==> config.mk <==
export PLATFORM = sky130hd
export DESIGN_NAME = fb_scan_arbiter
export DESIGN_NICKNAME = d
export VERILOG_FILES = /design/src/rtl/fb_arb_pkg.sv /design/src/rtl/pix_fifo.sv /design/src/rtl/fb_scan_arbiter.sv
export SDC_FILE = /design/constraint.sdc
export NUM_CORES = 1
export LEC_CHECK = 0
export BUFFER_PORTS_ARGS = -buffer_cell sky130_fd_sc_hd__buf_2
export CAP_MARGIN = 10
export CORE_ASPECT_RATIO = 2
export CORE_MARGIN = 4
export CORE_UTILIZATION = 45
export DETAILED_ROUTE_END_ITERATION = 7
export PLACE_DENSITY = 0.74
export SLEW_MARGIN = 20
export SYNTH_ARGS = -nofsm -noshare
export SYNTH_HDL_FRONTEND = slang
export SYNTH_SLANG_ARGS = --single-unit
export TNS_END_PERCENT = 5
==> constraint.sdc <==
create_clock -name input_clk -period 8.9 [get_ports input_clk]
set_clock_uncertainty 0.2 [all_clocks]
set_input_delay 1.78 -clock input_clk [delete_from_list [all_inputs] [get_ports input_clk]]
set_output_delay 1.78 -clock input_clk [all_outputs]
set_load 0.01 [all_outputs]
==> src/rtl/fb_arb_pkg.sv <==
// Shared types and frame geometry for the framebuffer scan arbiter.
package fb_arb_pkg;

  typedef enum logic [1:0] {IDLE, READ, WRITE, TURN} arb_state_t;

  localparam int H_ACTIVE = 640;
  localparam int V_ACTIVE = 400;
  localparam int FB_WORDS = H_ACTIVE * V_ACTIVE;

endpackage

==> src/rtl/pix_fifo.sv <==
// First-word-fall-through pixel FIFO; head reads as zero while empty.
module pix_fifo #(
  parameter int DEPTH = 16,
  parameter int PIX_W = 15
) (
  input  logic                     clk,
  input  logic                     rst,
  input  logic                     push,
  input  logic                     pop,
  input  logic                     flush,
  input  logic [PIX_W-1:0]         push_data,
  output logic [PIX_W-1:0]         head,
  output logic [$clog2(DEPTH):0]   level,
  output logic                     empty,
  output logic                     full
);
  localparam int AW = $clog2(DEPTH);

  logic [PIX_W-1:0] mem [DEPTH];
  logic [AW-1:0]    wr_ptr;
  logic [AW-1:0]    rd_ptr;
  logic             do_push;
  logic             do_pop;

  assign empty   = (level == '0);
  assign full    = (level == (AW+1)'(DEPTH));
  assign do_pop  = pop && !empty;
  assign do_push = push && (!full || do_pop);
  assign head    = empty ? '0 : mem[rd_ptr];

  // NOTE: the storage array is deliberately left without reset; an empty
  // FIFO never exposes it because the head is forced to zero.
  always_ff @(posedge clk) begin
    if (do_push && !flush) mem[wr_ptr] <= push_data;
  end

  // NOTE: all sequential state uses non-blocking assignment so every
  // register samples pre-edge values regardless of statement order.
  always_ff @(posedge clk or posedge rst) begin
    if (rst) begin
      wr_ptr <= '0;
      rd_ptr <= '0;
      level  <= '0;
    end else if (flush) begin
      wr_ptr <= '0;
      rd_ptr <= '0;
      level  <= '0;
    end else begin
      if (do_push) wr_ptr <= wr_ptr + AW'(1);
      if (do_pop)  rd_ptr <= rd_ptr + AW'(1);
      case ({do_push, do_pop})
        2'b10:   level <= level + (AW+1)'(1);
        2'b01:   level <= level - (AW+1)'(1);
        default: level <= level;
      endcase
    end
  end

endmodule

==> src/rtl/fb_scan_arbiter.sv <==
// Shares the single-port framebuffer SRAM between linear scanout prefetch
// and a one-entry host write buffer.
module fb_scan_arbiter
  import fb_arb_pkg::*;
#(
  parameter int ADDR_W   = 18,
  parameter int PIX_W    = 15,
  parameter int DEPTH    = 16,
  parameter int HI_WATER = 12,
  parameter int FB_WORDS = fb_arb_pkg::FB_WORDS
) (
  input  logic                   input_clk,
  input  logic                   rst,
  input  logic                   frame_start,
  input  logic                   pix_pop,
  output logic [PIX_W-1:0]       pix_data,
  output logic                   underflow,
  output logic [$clog2(DEPTH):0] fifo_level,
  input  logic                   host_valid,
  output logic                   host_ready,
  input  logic [ADDR_W-1:0]      host_addr,
  input  logic [PIX_W-1:0]       host_data,
  output logic [ADDR_W-1:0]      mem_addr,
  output logic [PIX_W-1:0]       mem_wdata,
  input  logic [PIX_W-1:0]       mem_rdata,
  output logic                   mem_oe,
  output logic                   mem_we
);
  localparam int                LVL_W     = $clog2(DEPTH) + 1;
  localparam logic [ADDR_W-1:0] FETCH_END = ADDR_W'(FB_WORDS);

  arb_state_t        state;
  arb_state_t        nxt;
  logic [ADDR_W-1:0] fetch_addr;
  logic [ADDR_W-1:0] buf_addr;
  logic [PIX_W-1:0]  buf_data;
  logic              buf_full;
  logic              buf_full_nxt;
  logic              buf_load;
  logic              inflight;
  logic              push;
  logic              room;
  logic              fetch_ok;
  logic              fifo_empty;
  logic              fifo_full;

  // The read strobed last cycle lands this edge, so it already owns a slot.
  assign inflight = (state == READ);
  assign push     = inflight && !frame_start;
  assign room     = !fifo_full && !(inflight && fifo_level == LVL_W'(DEPTH - 1));
  assign fetch_ok = !frame_start && (fetch_addr < FETCH_END) && room;
  assign buf_load = host_valid && host_ready;

  // NOTE: nxt gets a default before any branch so no latch is inferred.
  always_comb begin
    nxt = IDLE;
    if (buf_full && (int'(fifo_level) >= HI_WATER || !fetch_ok)) nxt = WRITE;
    else if (fetch_ok) nxt = (state == WRITE) ? TURN : READ;
  end

  assign buf_full_nxt = buf_load || (buf_full && nxt != WRITE);

  always_ff @(posedge input_clk or posedge rst) begin
    if (rst) begin
      state      <= IDLE;
      fetch_addr <= FETCH_END;
      buf_full   <= 1'b0;
      buf_addr   <= '0;
      buf_data   <= '0;
      host_ready <= 1'b0;
      underflow  <= 1'b0;
      mem_addr   <= '0;
      mem_wdata  <= '0;
      mem_oe     <= 1'b0;
      mem_we     <= 1'b0;
    end else begin
      state  <= nxt;
      mem_oe <= (nxt == READ);
      mem_we <= (nxt == WRITE);
      if (nxt == READ) mem_addr <= fetch_addr;
      if (nxt == WRITE) begin
        mem_addr  <= buf_addr;
        mem_wdata <= buf_data;
      end

      if (frame_start)       fetch_addr <= '0;
      else if (nxt == READ)  fetch_addr <= fetch_addr + ADDR_W'(1);

      buf_full   <= buf_full_nxt;
      host_ready <= !buf_full_nxt;
      if (buf_load) begin
        buf_addr <= host_addr;
        buf_data <= host_data;
      end

      if (frame_start)                 underflow <= 1'b0;
      else if (pix_pop && fifo_empty)  underflow <= 1'b1;
    end
  end

  pix_fifo #(
    .DEPTH (DEPTH),
    .PIX_W (PIX_W)
  ) u_fifo (
    .clk       (input_clk),
    .rst       (rst),
    .push      (push),
    .pop       (pix_pop),
    .flush     (frame_start),
    .push_data (mem_rdata),
    .head      (pix_data),
    .level     (fifo_level),
    .empty     (fifo_empty),
    .full      (fifo_full)
  );

endmodule

==> results.tsv <==
stage	metric	value	unit
placed_design	gp_congestion	0.804	
route	wl	29.0	mm
cells_and_area	fill_cells	2389	
power_and_ir_drop	power	4.52	mW
sta	drv_slew	0	
sta	rsz0062_at_grt	false	
synth	netlist_area	13900	um2
critical_path	worst_ep_arrival_time	3230	ps
critical_path	reg2reg_from	u_fifo.level[0]	
route	ant_nets	0	
synth	yosysMostFrequentCell	edfxtp_1	
clock_network	postCtsSetupBuffers	0	
synth	syn_nets	848	
die	num_rows	90	
sta	period_share	58.5	%
sta	clock.fmax	0.192	GHz
power_and_ir_drop	p_leak	5.64	nW
global_route	grt_max_degree	64	
min_path	hp-class	flip-flop to flip-flop	
route	wl_per_cell	22.6	um
critical_path	critPathRequiredTime	6920	ps
synth	ys_ff_latch	344	
power_and_ir_drop	ir_drop	166	uV
sta	setup_tns	0	ps
synth	seq_area_frac_synth	70.8	%
synth	syn_avg_cell_area	17.7	um2
clock_network	ctsResizeCount	0	
placed_design	io_buffers	109	
placed_design	dpl.cell_count	1228	
cells_and_area	final_cells	1281	
route	drt_first_iter_violations	471	
cells_and_area	nets	957	
critical_path	endpoint_kind	output pin	
die	die_w	132	um
global_route	grt.total_usage	17.1	%
clock_network	cts_num_sinks	344	
critical_path	crit_end	pix_data[6]	
clock_network	clk_path_buf_depth	3	
cells_and_area	fin_util	52.0	%
critical_path	crit_start	u_fifo.rd_ptr[0]	
synth	ys_top_cells_by_count	edfxtp_1 (240), dfrtp_1 (98), mux4_2 (60), mux2_2 (53), mux2i_1 (52)	
die	core-area	30300	um2
sta	relSlewSlack	27.3	%
sta	worstMarginPinSlew	1090	ps
synth	syn_inst	782	
clock_network	insertion_delay	550	ps
route	vias_per_cell	5.60	
power_and_ir_drop	p_per_area	287	nW/um2
critical_path	critPathKind	flip-flop to output pin	
sta	setup_viol	0	
placed_design	dp_hpwl	19.4	mm
critical_path	r2r_cells	8	
global_route	grt_pass1_wl	44.3	mm
die	ios	110	
route	drc_errors	0	
cells_and_area	n_antenna_cell	0	
synth	synthArstFlopShare	30.2	%
job	maxCapViolCount	0	
global_route	grt_pass1_vias	7604	
cells_and_area	area_growth	13.6	%
global_route	grt_antenna_before_repair	0	
critical_path	worst_setup_path_start_kind	flip-flop	
cells_and_area	drive_gt1_share	32.0	%
synth	synth_edf_count	240	
clock_network	postCtsHoldBufs	0	
synth	yosys_warnings	0	
synth	synthFlopType	edfxtp_1	
status	status	finished clean	
route	drtPass1Iterations	5	
die	start_util	45.8	%
synth	yosys.cell_types.count	51	
clock_network	ctsHtreeMaxLevel	1	
critical_path	cp_max_fo	34	
clock_network	cts_tree	yes	
sta	timing_hold_violations_final	0	
clock_network	cts_buffers	29	
clock_network	clockRootBuffer	clkbuf_16	
die	die-area	33800	um2
clock_network	clkTransAtPathRegs	70	ps
die	die_h	256	um
critical_path	rr_endpoint	fetch_addr[16]	
global_route	overflow	0	
synth	synth_area_leaders	edfxtp_1 (52%), dfrtp_1 (18%), mux4_2 (9.7%)	
route	vias	7180	
synth	yosysTopAreaCell	edfxtp_1	
critical_path	r2r_slack	5250	ps
sta	post-route-min-period	5210	ps
synth	synth.top_cell.area_share	52.0	%
[per-layer routing]
layer / global-route usage, % / wire, um
met1: 18.4 / 10000
met2: 33.8 / 17000
met3: 2.22 / 1120
met4: 5.75 / 810
met5: 0 / 0
[layout make-up]
class / instances / area, um2 / share of cell area (%)
Clock inverter: 21 / 221 / 1.41
Multi-Input combinational cell: 383 / 3830 / 24.3
Inverter: 16 / 62.6 / 0.397
Clock buffer: 32 / 737 / 4.68
Tap cell: 368 / 460 / 2.92
Timing Repair Buffer: 117 / 606 / 3.85
Sequential cell: 344 / 9830 / 62.4
[through the flow]
stage                     worst slack, ps  instance area, um2  hold slack, ps
final                                3690               15700             283
after global routing                 3390               15700             295
after CTS                            3530               15700             285
after detailed placement             4080               14800             268
after global placement               4160               14800             258
after floorplan                      4200               13900             269
[where the power goes]
part	internal, mW	switching (mW)
combinational	0.568	0.577
sequential	1.92	0.177
clock	0.717	0.561
[layout by cell type (no fill, tap or decap), types with 4 or more instances in the layout]
| master | netlist | routed |
|---|---|---|
| clkinv_2 | 0 | 5 |
| and3_1 | 5 | 5 |
| clkbuf_16 | 0 | 29 |
| bufinv_16 | 0 | 4 |
| inv_1 | 16 | 15 |
| buf_4 | 0 | 8 |
| ha_1 | 12 | 11 |
| nand4_1 | 8 | 8 |
| mux4_2 | 60 | 60 |
| o21ai_0 | 22 | 22 |
| nor2_1 | 33 | 33 |
| mux2_2 | 53 | 53 |
| xor2_1 | 10 | 10 |
| mux2i_1 | 52 | 52 |
| or4_1 | 4 | 4 |
| buf_2 | 9 | 109 |
| edfxtp_1 | 240 | 240 |
| dfstp_2 | 6 | 6 |
| and2_1 | 12 | 12 |
| nand2_1 | 34 | 34 |
| dfrtp_1 | 98 | 95 |
| a21oi_1 | 7 | 7 |
| nor2b_1 | 4 | 4 |
| o22ai_1 | 15 | 15 |
| nand3_1 | 5 | 5 |
| xnor2_1 | 5 | 5 |
[sequential cells by signal, indices dropped and copies added (netlist names), 4 cells and up]
name	count
buf_data	15
u_fifo.wr_ptr	4
u_fifo.level	5
mem_addr	18
buf_addr	18
mem_wdata	15
u_fifo.rd_ptr	4
u_fifo.mem	240
fetch_addr	18
[worst min-delay path by stage]
| stage | cells past startpoint | to | slack, ps | from |
|---|---|---|---|---|
| floorplan | 2 | fetch_addr[17] | 270 | fetch_addr[17] |
| finish | 2 | mem_addr[13] | 280 | mem_addr[13] |
| CTS | 2 | mem_addr[12] | 290 | mem_addr[12] |
| detailed placement | 2 | mem_addr[5] | 270 | mem_addr[5] |
| global placement | 2 | mem_addr[17] | 260 | mem_addr[17] |
| global route | 2 | mem_addr[5] | 290 | mem_addr[5] |
[worst max-delay path: stages, from the launching register on]
cell     delay [ps]
dfrtp_4         790
buf_4           650
mux4_2          620
mux2i_1         220
o22ai_1         160
buf_2           210
[cell families (layout without fill, tap and decap cells)]
group	count (synthesis)	count (layout)	share of synthesized area (%)
flip-flops	344	344	70.8
multiplexers	167	167	18.0
AND/OR/NAND/NOR	121	121	4.27
AO/OA/AOI/OAI	67	67	3.17
buffers and inverters	55	186	1.57
XOR/XNOR	15	15	0.948
adder cells (fa/ha/maj)	13	13	1.23
Power figures use the tool's default switching activity.
